**config.mk**
```make
export PLATFORM = sky130hd
export DESIGN_NAME = telemetry_framer
export DESIGN_NICKNAME = d
export VERILOG_FILES = /design/src/rtl/telemetry_pkg.sv /design/src/rtl/telemetry_framer_bin2bcd8.sv /design/src/rtl/telemetry_framer.sv
export SDC_FILE = /design/constraint.sdc
export NUM_CORES = 1
export LEC_CHECK = 0
export ABC_CLOCK_PERIOD_IN_PS = 6100
export BUFFER_PORTS_ARGS = -buffer_cell sky130_fd_sc_hd__buf_4
export CORE_MARGIN = 1.5
export CORE_UTILIZATION = 35
export CTS_BUF_LIST = sky130_fd_sc_hd__clkbuf_2
export CTS_CLUSTER_DIAMETER = 120
export DETAILED_ROUTE_END_ITERATION = 8
export GPL_ROUTABILITY_DRIVEN = 0
export PLACE_DENSITY_LB_ADDON = 0.12
export SYNTH_ARGS = -nofsm -noshare
export SYNTH_HDL_FRONTEND = slang
export SYNTH_SLANG_ARGS = --single-unit
```
**constraint.sdc**
```tcl
create_clock -name clk -period 6.1 [get_ports clk]
set_clock_uncertainty 0.15 [all_clocks]
set_input_delay 0.915 -clock clk [delete_from_list [all_inputs] [get_ports clk]]
set_output_delay 0.915 -clock clk [all_outputs]
set_load 0.01 [all_outputs]
```
**src/rtl/telemetry_pkg.sv**
```systemverilog
// Shared constants, state encoding and helpers for the DHT11 telemetry framer.
// TELEMETRY_FRAMER_RAW_EN selects the frame length that includes the raw-byte prefix.
package telemetry_pkg;

  localparam logic [7:0] LPAREN = 8'h28;
  localparam logic [7:0] RPAREN = 8'h29;
  localparam logic [7:0] DOT    = 8'h2E;
  localparam logic [7:0] HASH   = 8'h23;
  localparam logic [7:0] ZERO   = 8'h30;

  localparam int unsigned FRAME_LEN_ASCII = 17;
  localparam int unsigned RAW_LEN         = 6;
  localparam int unsigned FRAME_LEN_RAW   = FRAME_LEN_ASCII + RAW_LEN;
`ifdef TELEMETRY_FRAMER_RAW_EN
  localparam int unsigned FRAME_LEN = FRAME_LEN_RAW;
`else
  localparam int unsigned FRAME_LEN = FRAME_LEN_ASCII;
`endif

  localparam int unsigned NUM_FIELDS            = 4;
  localparam int unsigned BCD_STEPS             = 8;
  localparam int unsigned CONV_CYCLES_PER_FIELD = BCD_STEPS + 1;
  localparam int unsigned CONV_CYCLES           = NUM_FIELDS * CONV_CYCLES_PER_FIELD;

  localparam int unsigned IDX_W  = 5;
  localparam int unsigned STEP_W = 4;
  localparam int unsigned FLD_W  = 2;
  localparam int unsigned BCD_W  = 12;

  typedef enum logic [2:0] {
    ST_IDLE  = 3'd0,
    ST_LATCH = 3'd1,
    ST_CONV  = 3'd2,
    ST_SEND  = 3'd3,
    ST_DONE  = 3'd4
  } state_e;

  function automatic logic [7:0] ascii_digit(input logic [3:0] d);
    return ZERO + {4'h0, d};
  endfunction

endpackage

```
**src/rtl/telemetry_framer_bin2bcd8.sv**
```systemverilog
// Sequential 8-bit double-dabble converter: one load cycle, then eight shift-add-3 steps.
module bin2bcd8
  import telemetry_pkg::*;
(
  input  logic       clk,
  input  logic       rst_n,
  input  logic       load_i,
  input  logic [7:0] bin_i,
  output logic [3:0] hund_o,
  output logic [3:0] tens_o,
  output logic [3:0] ones_o,
  output logic       done_o
);

  logic [19:0]       sh_q, sh_d;
  logic [STEP_W-1:0] cnt_q, cnt_d;
  logic              done_q, done_d;

  // Add 3 to every BCD nibble that is 5 or more, then shift the whole register left.
  function automatic logic [19:0] dd_step(input logic [19:0] s);
    logic [19:0] a;
    a = s;
    for (int k = 0; k < 3; k++) begin
      if (a[8+4*k +: 4] >= 4'd5) a[8+4*k +: 4] = a[8+4*k +: 4] + 4'd3;
    end
    return {a[18:0], 1'b0};
  endfunction

  always_comb begin
    sh_d   = sh_q;
    cnt_d  = cnt_q;
    done_d = 1'b0;
    if (load_i) begin
      sh_d  = {12'h000, bin_i};
      cnt_d = STEP_W'(BCD_STEPS);
    end else if (cnt_q != '0) begin
      sh_d   = dd_step(sh_q);
      cnt_d  = cnt_q - STEP_W'(1);
      done_d = (cnt_q == STEP_W'(1));
    end
  end

  always_ff @(posedge clk or negedge rst_n) begin
    if (!rst_n) begin
      sh_q   <= '0;
      cnt_q  <= '0;
      done_q <= 1'b0;
    end else begin
      sh_q   <= sh_d;
      cnt_q  <= cnt_d;
      done_q <= done_d;
    end
  end

  assign hund_o = sh_q[19:16];
  assign tens_o = sh_q[15:12];
  assign ones_o = sh_q[11:8];
  assign done_o = done_q;

endmodule

```
**src/rtl/telemetry_framer.sv**
```systemverilog
// Snapshots a DHT11 sample, converts it to "(TTT.tt)(HHH.hh)#" and streams it over valid/ready.
// Define TELEMETRY_FRAMER_RAW_EN to prepend "(" B3 B2 B1 B0 ")" with the unconverted bytes.
module telemetry_framer
  import telemetry_pkg::*;
#(
  parameter int unsigned DEC_CLAMP = 99
) (
  input  logic        clk,
  input  logic        rst_n,
  input  logic        start,
  input  logic [31:0] data_valid,
  output logic [7:0]  tx_data,
  output logic        tx_valid,
  input  logic        tx_ready,
  output logic        busy,
  output logic        frame_done
);

  localparam logic [7:0] CLAMP_B = 8'(DEC_CLAMP);

  state_e                             state_q, state_d;
  logic [31:0]                        snap_q, snap_d;
  logic [STEP_W-1:0]                  step_q, step_d;
  logic [FLD_W-1:0]                   fld_q, fld_d;
  logic [FLD_W-1:0]                   cap_q, cap_d;
  logic [NUM_FIELDS-1:0][BCD_W-1:0]   dig_q, dig_d;
  logic [IDX_W-1:0]                   idx_q, idx_d;
  logic [7:0]                         tx_data_q, tx_data_d;
  logic                               tx_valid_q, tx_valid_d;
  logic                               busy_q, busy_d;
  logic                               frame_done_q, frame_done_d;

  logic       load_c;
  logic [7:0] bin_c;
  logic [3:0] hund_c, tens_c, ones_c;
  logic       bcd_done_c;

  function automatic logic [7:0] clamp_frac(input logic [7:0] v);
    return (v > CLAMP_B) ? CLAMP_B : v;
  endfunction

  // Digit fields: 0 T-int, 1 T-frac, 2 H-int, 3 H-frac; each {hund, tens, ones}.
  function automatic logic [7:0] ascii_byte(input logic [IDX_W-1:0] a,
                                            input logic [NUM_FIELDS-1:0][BCD_W-1:0] dig);
    logic [7:0] b;
    case (a)
      5'd0, 5'd8:  b = LPAREN;
      5'd1:        b = ascii_digit(dig[0][11:8]);
      5'd2:        b = ascii_digit(dig[0][7:4]);
      5'd3:        b = ascii_digit(dig[0][3:0]);
      5'd4, 5'd12: b = DOT;
      5'd5:        b = ascii_digit(dig[1][7:4]);
      5'd6:        b = ascii_digit(dig[1][3:0]);
      5'd7, 5'd15: b = RPAREN;
      5'd9:        b = ascii_digit(dig[2][11:8]);
      5'd10:       b = ascii_digit(dig[2][7:4]);
      5'd11:       b = ascii_digit(dig[2][3:0]);
      5'd13:       b = ascii_digit(dig[3][7:4]);
      5'd14:       b = ascii_digit(dig[3][3:0]);
      default:     b = HASH;
    endcase
    return b;
  endfunction

  function automatic logic [7:0] frame_byte(input logic [IDX_W-1:0] idx,
                                            input logic [31:0] snap,
                                            input logic [NUM_FIELDS-1:0][BCD_W-1:0] dig);
    logic [7:0] b;
`ifdef TELEMETRY_FRAMER_RAW_EN
    if (idx < IDX_W'(RAW_LEN)) begin
      case (idx)
        5'd0:    b = LPAREN;
        5'd1:    b = snap[31:24];
        5'd2:    b = snap[23:16];
        5'd3:    b = snap[15:8];
        5'd4:    b = snap[7:0];
        default: b = RPAREN;
      endcase
    end else begin
      b = ascii_byte(idx - IDX_W'(RAW_LEN), dig);
    end
`else
    b = ascii_byte(idx, snap[7:0] == 8'h00 ? dig : dig);
`endif
    return b;
  endfunction

  // Field feed for the shared converter; fractional bytes are clamped before conversion.
  always_comb begin
    case (fld_q)
      2'd0:    bin_c = snap_q[15:8];
      2'd1:    bin_c = clamp_frac(snap_q[7:0]);
      2'd2:    bin_c = snap_q[31:24];
      default: bin_c = clamp_frac(snap_q[23:16]);
    endcase
  end

  assign load_c = (state_q == ST_CONV) && (step_q == '0);

  bin2bcd8 u_bcd (
    .clk    (clk),
    .rst_n  (rst_n),
    .load_i (load_c),
    .bin_i  (bin_c),
    .hund_o (hund_c),
    .tens_o (tens_c),
    .ones_o (ones_c),
    .done_o (bcd_done_c)
  );

  always_comb begin
    state_d      = state_q;
    snap_d       = snap_q;
    step_d       = step_q;
    fld_d        = fld_q;
    cap_d        = cap_q;
    dig_d        = dig_q;
    idx_d        = idx_q;
    tx_data_d    = tx_data_q;
    tx_valid_d   = 1'b0;
    busy_d       = 1'b1;
    frame_done_d = 1'b0;

    // Converter results arrive one cycle after the last shift, during the next field's load.
    if (bcd_done_c) begin
      dig_d[cap_q] = {hund_c, tens_c, ones_c};
      cap_d        = cap_q + FLD_W'(1);
    end

    case (state_q)
      ST_IDLE: begin
        busy_d = start;
        if (start) state_d = ST_LATCH;
      end
      ST_LATCH: begin
        snap_d  = data_valid;
        step_d  = '0;
        fld_d   = '0;
        cap_d   = '0;
        state_d = ST_CONV;
      end
      ST_CONV: begin
        if (step_q == STEP_W'(CONV_CYCLES_PER_FIELD - 1)) begin
          step_d = '0;
          fld_d  = fld_q + FLD_W'(1);
          if (fld_q == FLD_W'(NUM_FIELDS - 1)) begin
            state_d    = ST_SEND;
            idx_d      = '0;
            tx_valid_d = 1'b1;
            tx_data_d  = LPAREN;
          end
        end else begin
          step_d = step_q + STEP_W'(1);
        end
      end
      ST_SEND: begin
        tx_valid_d = 1'b1;
        if (tx_ready) begin
          if (idx_q == IDX_W'(FRAME_LEN - 1)) begin
            state_d    = ST_DONE;
            tx_valid_d = 1'b0;
          end else begin
            idx_d     = idx_q + IDX_W'(1);
            tx_data_d = frame_byte(idx_q + IDX_W'(1), snap_q, dig_q);
          end
        end
      end
      ST_DONE: begin
        frame_done_d = 1'b1;
        state_d      = ST_IDLE;
      end
      default: begin
        busy_d  = 1'b0;
        state_d = ST_IDLE;
      end
    endcase
  end

  always_ff @(posedge clk or negedge rst_n) begin
    if (!rst_n) begin
      state_q      <= ST_IDLE;
      snap_q       <= '0;
      step_q       <= '0;
      fld_q        <= '0;
      cap_q        <= '0;
      dig_q        <= '0;
      idx_q        <= '0;
      tx_data_q    <= 8'h00;
      tx_valid_q   <= 1'b0;
      busy_q       <= 1'b0;
      frame_done_q <= 1'b0;
    end else begin
      state_q      <= state_d;
      snap_q       <= snap_d;
      step_q       <= step_d;
      fld_q        <= fld_d;
      cap_q        <= cap_d;
      dig_q        <= dig_d;
      idx_q        <= idx_d;
      tx_data_q    <= tx_data_d;
      tx_valid_q   <= tx_valid_d;
      busy_q       <= busy_d;
      frame_done_q <= frame_done_d;
    end
  end

  assign tx_data    = tx_data_q;
  assign tx_valid   = tx_valid_q;
  assign busy       = busy_q;
  assign frame_done = frame_done_q;

endmodule
```
# [Word-level counts from Yosys, hierarchy flattened]
# Index checks and enable logic that the tools add are counted.
[totals] rom_bits=0 latchBits=0 reg_bits=132 ramBits=0 input_bits=36 n_memories=0
[op_classes] multipliers=0 shift=0 addsub=18 n_lt_le_gt_ge=7 bitwise_logic=0 n_reduce_logical=18 div=0 n_eq_ne=31 n_mux=45
[ops] cell="$pmux W7 S13" count=1
[ops] cell="$add A6 B4 Y7 const A" count=10
[ops] cell="$bwmux W48" count=1
[ops] cell="$mux W8" count=6
[ops] cell="$eq A5 B4 Y1 const B" count=8
[ops] cell="$mux W20" count=2
[ops] cell="$demux W12 S2" count=1
[ops] cell="$pmux W8 S3" count=1
[ops] cell="$eq A5 B3 Y1 const B" count=4
[ops] cell="$mux W4" count=5
[ops] cell="$mux W5" count=4
[ops] cell="$mux W3" count=6
[ops] cell="$gt A8 B7 Y1 const B" count=2
[ops] cell="$pmux W8 S2" count=1
[ops] cell="$ge A4 B3 Y1 const B" count=3
[ops] cell="$mux W12" count=1
[ops] cell="$pmux W3 S4" count=1
[ops] cell="$eq A5 B2 Y1 const B" count=2
[ops] cell="$pmux W5 S2" count=1
[ops] cell="$reduce_and A5 Y1" count=2
[ops] cell="$add A4 B2 Y4 const B" count=2
[ops] cell="$ne A2 B2 Y1 const B" count=4
[ops] cell="$pmux W4 S2" count=1
[ops] cell="$reduce_bool A2 Y1" count=4
[ops] cell="30 further kinds" count=46

# [Longest topological paths before layout]
[logic_depth] word_depth=7 mapped_depth=10 depth_no_buf=8

# [By module]
# Synthesis repeated with hierarchy kept, for this count alone.
[hier_totals] cells_unflattened=590 area_unflattened_um2=6612.6
[by_module_without_submodules] module="telemetry_framer" instances=1 area_per_inst_um2=5041.1 seq_area_each_um2=2427.3 cells_per_inst=424
[by_module_without_submodules] module="bin2bcd8" instances=1 area_per_inst_um2=1571.5 seq_area_each_um2=625.6 cells_per_inst=166

# [Worst setup path after synthesis]
# Ideal clock, no wire load.
[synth_timing] path_kind="register -> register" from="register idx_q[1]" to="register tx_data_q[1] (netlist: tx_data[1])" t_required_ns=5.829 setup_slack_ns=3.967 arrival_ns=1.862 synth_period_minus_slack_ns=2.133 path_buffers=1 stages_incl_launch_ff=9 cell_sequence="dfrtp_1 -> ha_1 -> buf_4 -> nand3_2 -> xor2_2 -> o41ai_2 -> nor4_1 -> nand3_1 -> a22o_1"
[synth_between] elab_chain_cells=7
[synth_rtl] element="from (decl)" line="telemetry_framer.sv:27" source="logic [IDX_W-1:0] idx_q, idx_d;"
[synth_rtl] element="from (signal assigned)" line="telemetry_framer.sv:199" source="idx_q <= idx_d;"
[synth_rtl] element="$add A5 B1 Y5" line="telemetry_framer.sv:164" source="tx_data_d = frame_byte(idx_q + IDX_W'(1), snap_q, dig_q);"
[synth_rtl] element="$eq A5 B3 Y1, or another cell as far along" line="telemetry_framer.sv:46" source="case (a)"
[synth_rtl] element="$reduce_or A2 Y1" line="telemetry_framer.sv:46"
[synth_rtl] element="$pmux W7 S13" line="telemetry_framer.sv:46"
[synth_rtl] element="$mux W8" line="telemetry_framer.sv:159" source="if (idx_q == IDX_W'(FRAME_LEN - 1)) begin"
[synth_rtl] element="$mux W8" line="telemetry_framer.sv:158" source="if (tx_ready) begin"
[synth_rtl] element="$pmux W8 S2" line="telemetry_framer.sv:130" source="case (state_q)"
[synth_rtl] element="to (signal assigned)" line="telemetry_framer.sv:200" source="tx_data_q <= tx_data_d;"
[synth_rtl] element="to (decl)" line="telemetry_framer.sv:28" source="logic [7:0] tx_data_q, tx_data_d;"
# Parallel ways exist; a longest one is shown, timed or not. The select of a mux whose other input is x is not followed.
# A chain may end at the register's enable or synchronous reset.

# [Worst setup path in the final report]
[layout_timing] from="register idx_q[0]" to="register tx_data_q[1] (netlist: tx_data[1])"
# The elaborated chain is that of the path after synthesis.

==> metrics.md <==
| Metric | Value |
|---|---|
| Cell Pwr Density | `about 430 nW/um2` |
| Avg WL per Cell | `between 15 and 20 um` |
| Port-buffer cells | `44` |
| Family with the most delay on the worst path | `adder cells` |
| FMAX | `343 MHz` |
| CP Launch Type | `flip-flop` |
| Die W | `137 um` |
| Hold WS | `158 ps` |
| Area occupied by multi-input gates | `2970 um2` |
| Hold Buf Count CTS | `0` |
| CP peak stage delay | `~680 ps` |
| Tmin final | `2910 ps` |
| Cell area after synthesis | `6290 um2` |
| Nets | `690` |
| Initial antenna violation count | `1` |
| Commonest non-fill, non-tap cell in the layout | `dfrtp_1` |
| EDFF count, synth | `0` |
| Yosys warns | `0` |
| H-tree Lvls | `4` |
| Pleak | `0.00316 uW` |
| Clk buf depth | `2` |
| FILL cells | `roughly 1800` |
| Top_reg_cell synth | `dfrtp_1` |
| Violation count after the first detailed-route iteration | `about 330` |
| FF+latch count, synth | `122` |
| Buf/Inv on CP | `0` |
| First-pass GRT wire length | `24200 um` |
| Setup CP Type | `reg -> reg` |
| Commonest non-fill, non-tap cells in the layout | `122 x dfrtp_1, 67 x nand2_1, 53 x mux2_2` |
| Synth cell types | `64` |
| Setup total negative slack | `0 ps` |
| Crit path required time | `6530 ps` |
| Final Hold Vio Count | `0` |
| Grt total ovfl | `0` |
| Mapped Cells | `606` |
| Total wire length | `14400 um` |
| Max rail drop VDD | `0.170 mV` |
| DR vias | `4630` |
| Post-route DRC | `0` |
| Sequential share of the synthesized area | `48.5%` |
| IO Count | `between 40 and 50` |
| Async set or reset register ratio after synthesis | `100%` |
| Reg clk slew, reported paths | `190 ps` |
| Crit-path slowest cell | `ha_1` |
| PostCTS Resize Cnt | `0` |
| Rel. slew slack | `40.1%` |
| HP Class | `in -> async` |
| Max-slew violation count | `0` |
| Worst Max-Slew Pin Slew | `899 ps` |
| Row cnt | `48` |
| HPWL after detailed placement | `9900 um` |
| Worst Path Arrival | `3340 ps` |
| Total power | `3000 uW` |
| Initial Util | `between 30% and 40%` |
| Pin count of the biggest net entering global routing | `70` |
| Global Route Usage Sum | `between 10% and 20%` |
| Worst skew pair latency | `710 ps` |
| Vias in the first global route | `approximately 4700` |
| Worst Path Max Fanout | `18` |
| Status | `finished clean` |
| Layout cells sized above 1 | `approximately 22%` |
| Clock buffer count from CTS | `17` |
| Die outline area | `18800 um2` |
| Die height | `137 um` |
| CTS tree | `done` |
| Endpoints failing setup | `0` |
| Core Region | `17400 um2` |
| RSZ-0062 raised after global routing | `false` |
| Setup repair bufs after CTS | `0` |
| Number of routed nets with antenna violations | `0` |
| Layout area overhead | `10.8%` |
| Crit. End Element | `flip-flop` |
| Crit-path cells | `ha_1, nand3_2, xor2_2, o41ai_2, nor4_1, nand3_1, a22o_1` |
| DR vias/cell | `around 5.3` |
| Mapped Avg Cell Area | `10.4 um2` |
| Register Area | `3050 um2` |
| Max Cap Viol | `0` |
| Final period utilization | `between 40% and 50%` |
| Sink Count | `around 120` |
| 1st-pass router iterations | `5` |
| Root Buffer | `clkbuf_2` |
-- power breakdown --
group          internal [uW]  switching [uW]  total (uW)
Combinational            524             611        1140
Sequential              1070             276        1350
Clock                    186             331         517
Total                   1780            1220        3000
-- path summary, 6_finish.rpt --
| check | start | end | slack (ps) | depth (start not counted) |
|---|---|---|---|---|
| max in group asynchronous | rst_n | snap_q[5] | 4430 | 2 |
| worst max register to register | idx_q[0] | tx_data[1] | 3190 | 7 |
| worst max-delay path | idx_q[0] | tx_data[1] | 3190 | 7 |
| worst min register to register | tx_data[5] | tx_data[5] | 350 | 1 |
| min in group clk | data_valid[2] | snap_q[2] | 260 | 2 |
| worst min-delay path | rst_n | dig_q[35] | 160 | 1 |
-- sequential cells by signal (all words and copies together) (netlist names), 2 cells and up --
signal       flops
cap_q            2
u_bcd.sh_q      20
fld_q            2
dig_q           40
u_bcd.cnt_q      4
snap_q          32
state_q          3
idx_q            5
step_q           4
tx_data          6
-- worst reg2reg max path: cells and delay by family (launching register included) --
kind	cells	cell delay, ps
DFF	1	580
AOI/OAI and AO/OA	2	370
and+or+nand+nor	3	620
adders and majority gates	1	680
xor gates and xnor gates	1	410
-- per-layer routing --
metal | global-route usage [%] | part of all wire [%]
met1 | 22.8 | 48
met2 | 26.2 | 46
met3 | 4.44 | 4.6
met4 | 5.73 | 1.5
met5 | 0 | 0
-- cell type report --
type | count | share of cell area (%)
Antenna cell | 1 | 0.0359
Multi-Input combinational cell | 423 | 42.6
Timing Repair Buffer | 47 | 5.06
Tap cell | 225 | 4.04
Sequential cell | 122 | 43.8
Clock inverter | 15 | 2.17
Inverter | 20 | 1.08
Clock buffer | 17 | 1.22
-- per-stage QoR --
step / utilization (%) / cells / instance area, um2 / setup slack (ps)
after floorplan: - / 607 / 6300 / 3970
after global placement: 38.7 / 837 / 6740 / 3320
after detailed placement: 38.7 / 837 / 6740 / 3220
after CTS: 40.0 / 869 / 6970 / 3180
after global routing: 40.0 / 870 / 6970 / 2900
final: 40.0 / 870 / 6970 / 3190
-- Yosys cell counts, drive strengths merged, types with 2 or more instances --
| library cell | n | share of area, % |
|---|---|---|
| nand3b | 3 | 0.36 |
| a21oi | 37 | 2.9 |
| nand2b | 8 | 0.80 |
| a22oi | 8 | 0.95 |
| a221oi | 4 | 0.56 |
| a221o | 2 | 0.32 |
| a22o | 8 | 1.3 |
| and4b | 2 | 0.32 |
| nand3 | 12 | 1.0 |
| and3 | 2 | 0.20 |
| o21a | 2 | 0.24 |
| and2 | 9 | 0.89 |
| nand4b | 5 | 0.70 |
| or3 | 2 | 0.20 |
| clkbuf | 22 | 1.3 |
| nor3b | 5 | 0.68 |
| or2 | 2 | 0.20 |
| nor2b | 7 | 0.74 |
| o21ai | 51 | 4.1 |
| inv | 20 | 1.2 |
| a222oi | 4 | 0.64 |
| mux2 | 53 | 9.5 |
| xor2 | 2 | 0.40 |
| ha | 23 | 4.6 |
| a32o | 4 | 0.64 |
| nor3 | 9 | 0.72 |
| nand2 | 68 | 4.1 |
| buf | 20 | 1.9 |
| dfrtp | 122 | 48 |
| nand4 | 3 | 0.40 |
| nor4 | 3 | 0.30 |
| o211ai | 5 | 0.60 |
| a32oi | 5 | 0.70 |
| o31ai | 4 | 0.48 |
| a211oi | 6 | 0.72 |
| nor2 | 28 | 1.7 |
| a31oi | 2 | 0.20 |
| o21bai | 2 | 0.24 |
| mux2i | 14 | 2.2 |
| xnor2 | 5 | 0.70 |
-- cells by family (layout without fill, tap and decap cells) --
family / count (synthesis) / count (layout) / synth area share [%]
AOI/OAI and AO/OA: 153 / 153 / 15.9
xor gates and xnor gates: 7 / 7 / 1.09
adders and majority gates: 23 / 23 / 4.57
buffers and inverters: 62 / 99 / 4.43
DFF: 122 / 122 / 48.5
muxes: 67 / 67 / 11.7
other: 1 / 3 / 0.0596
and+or+nand+nor: 171 / 171 / 13.8
(Power assumes the default switching activity.)
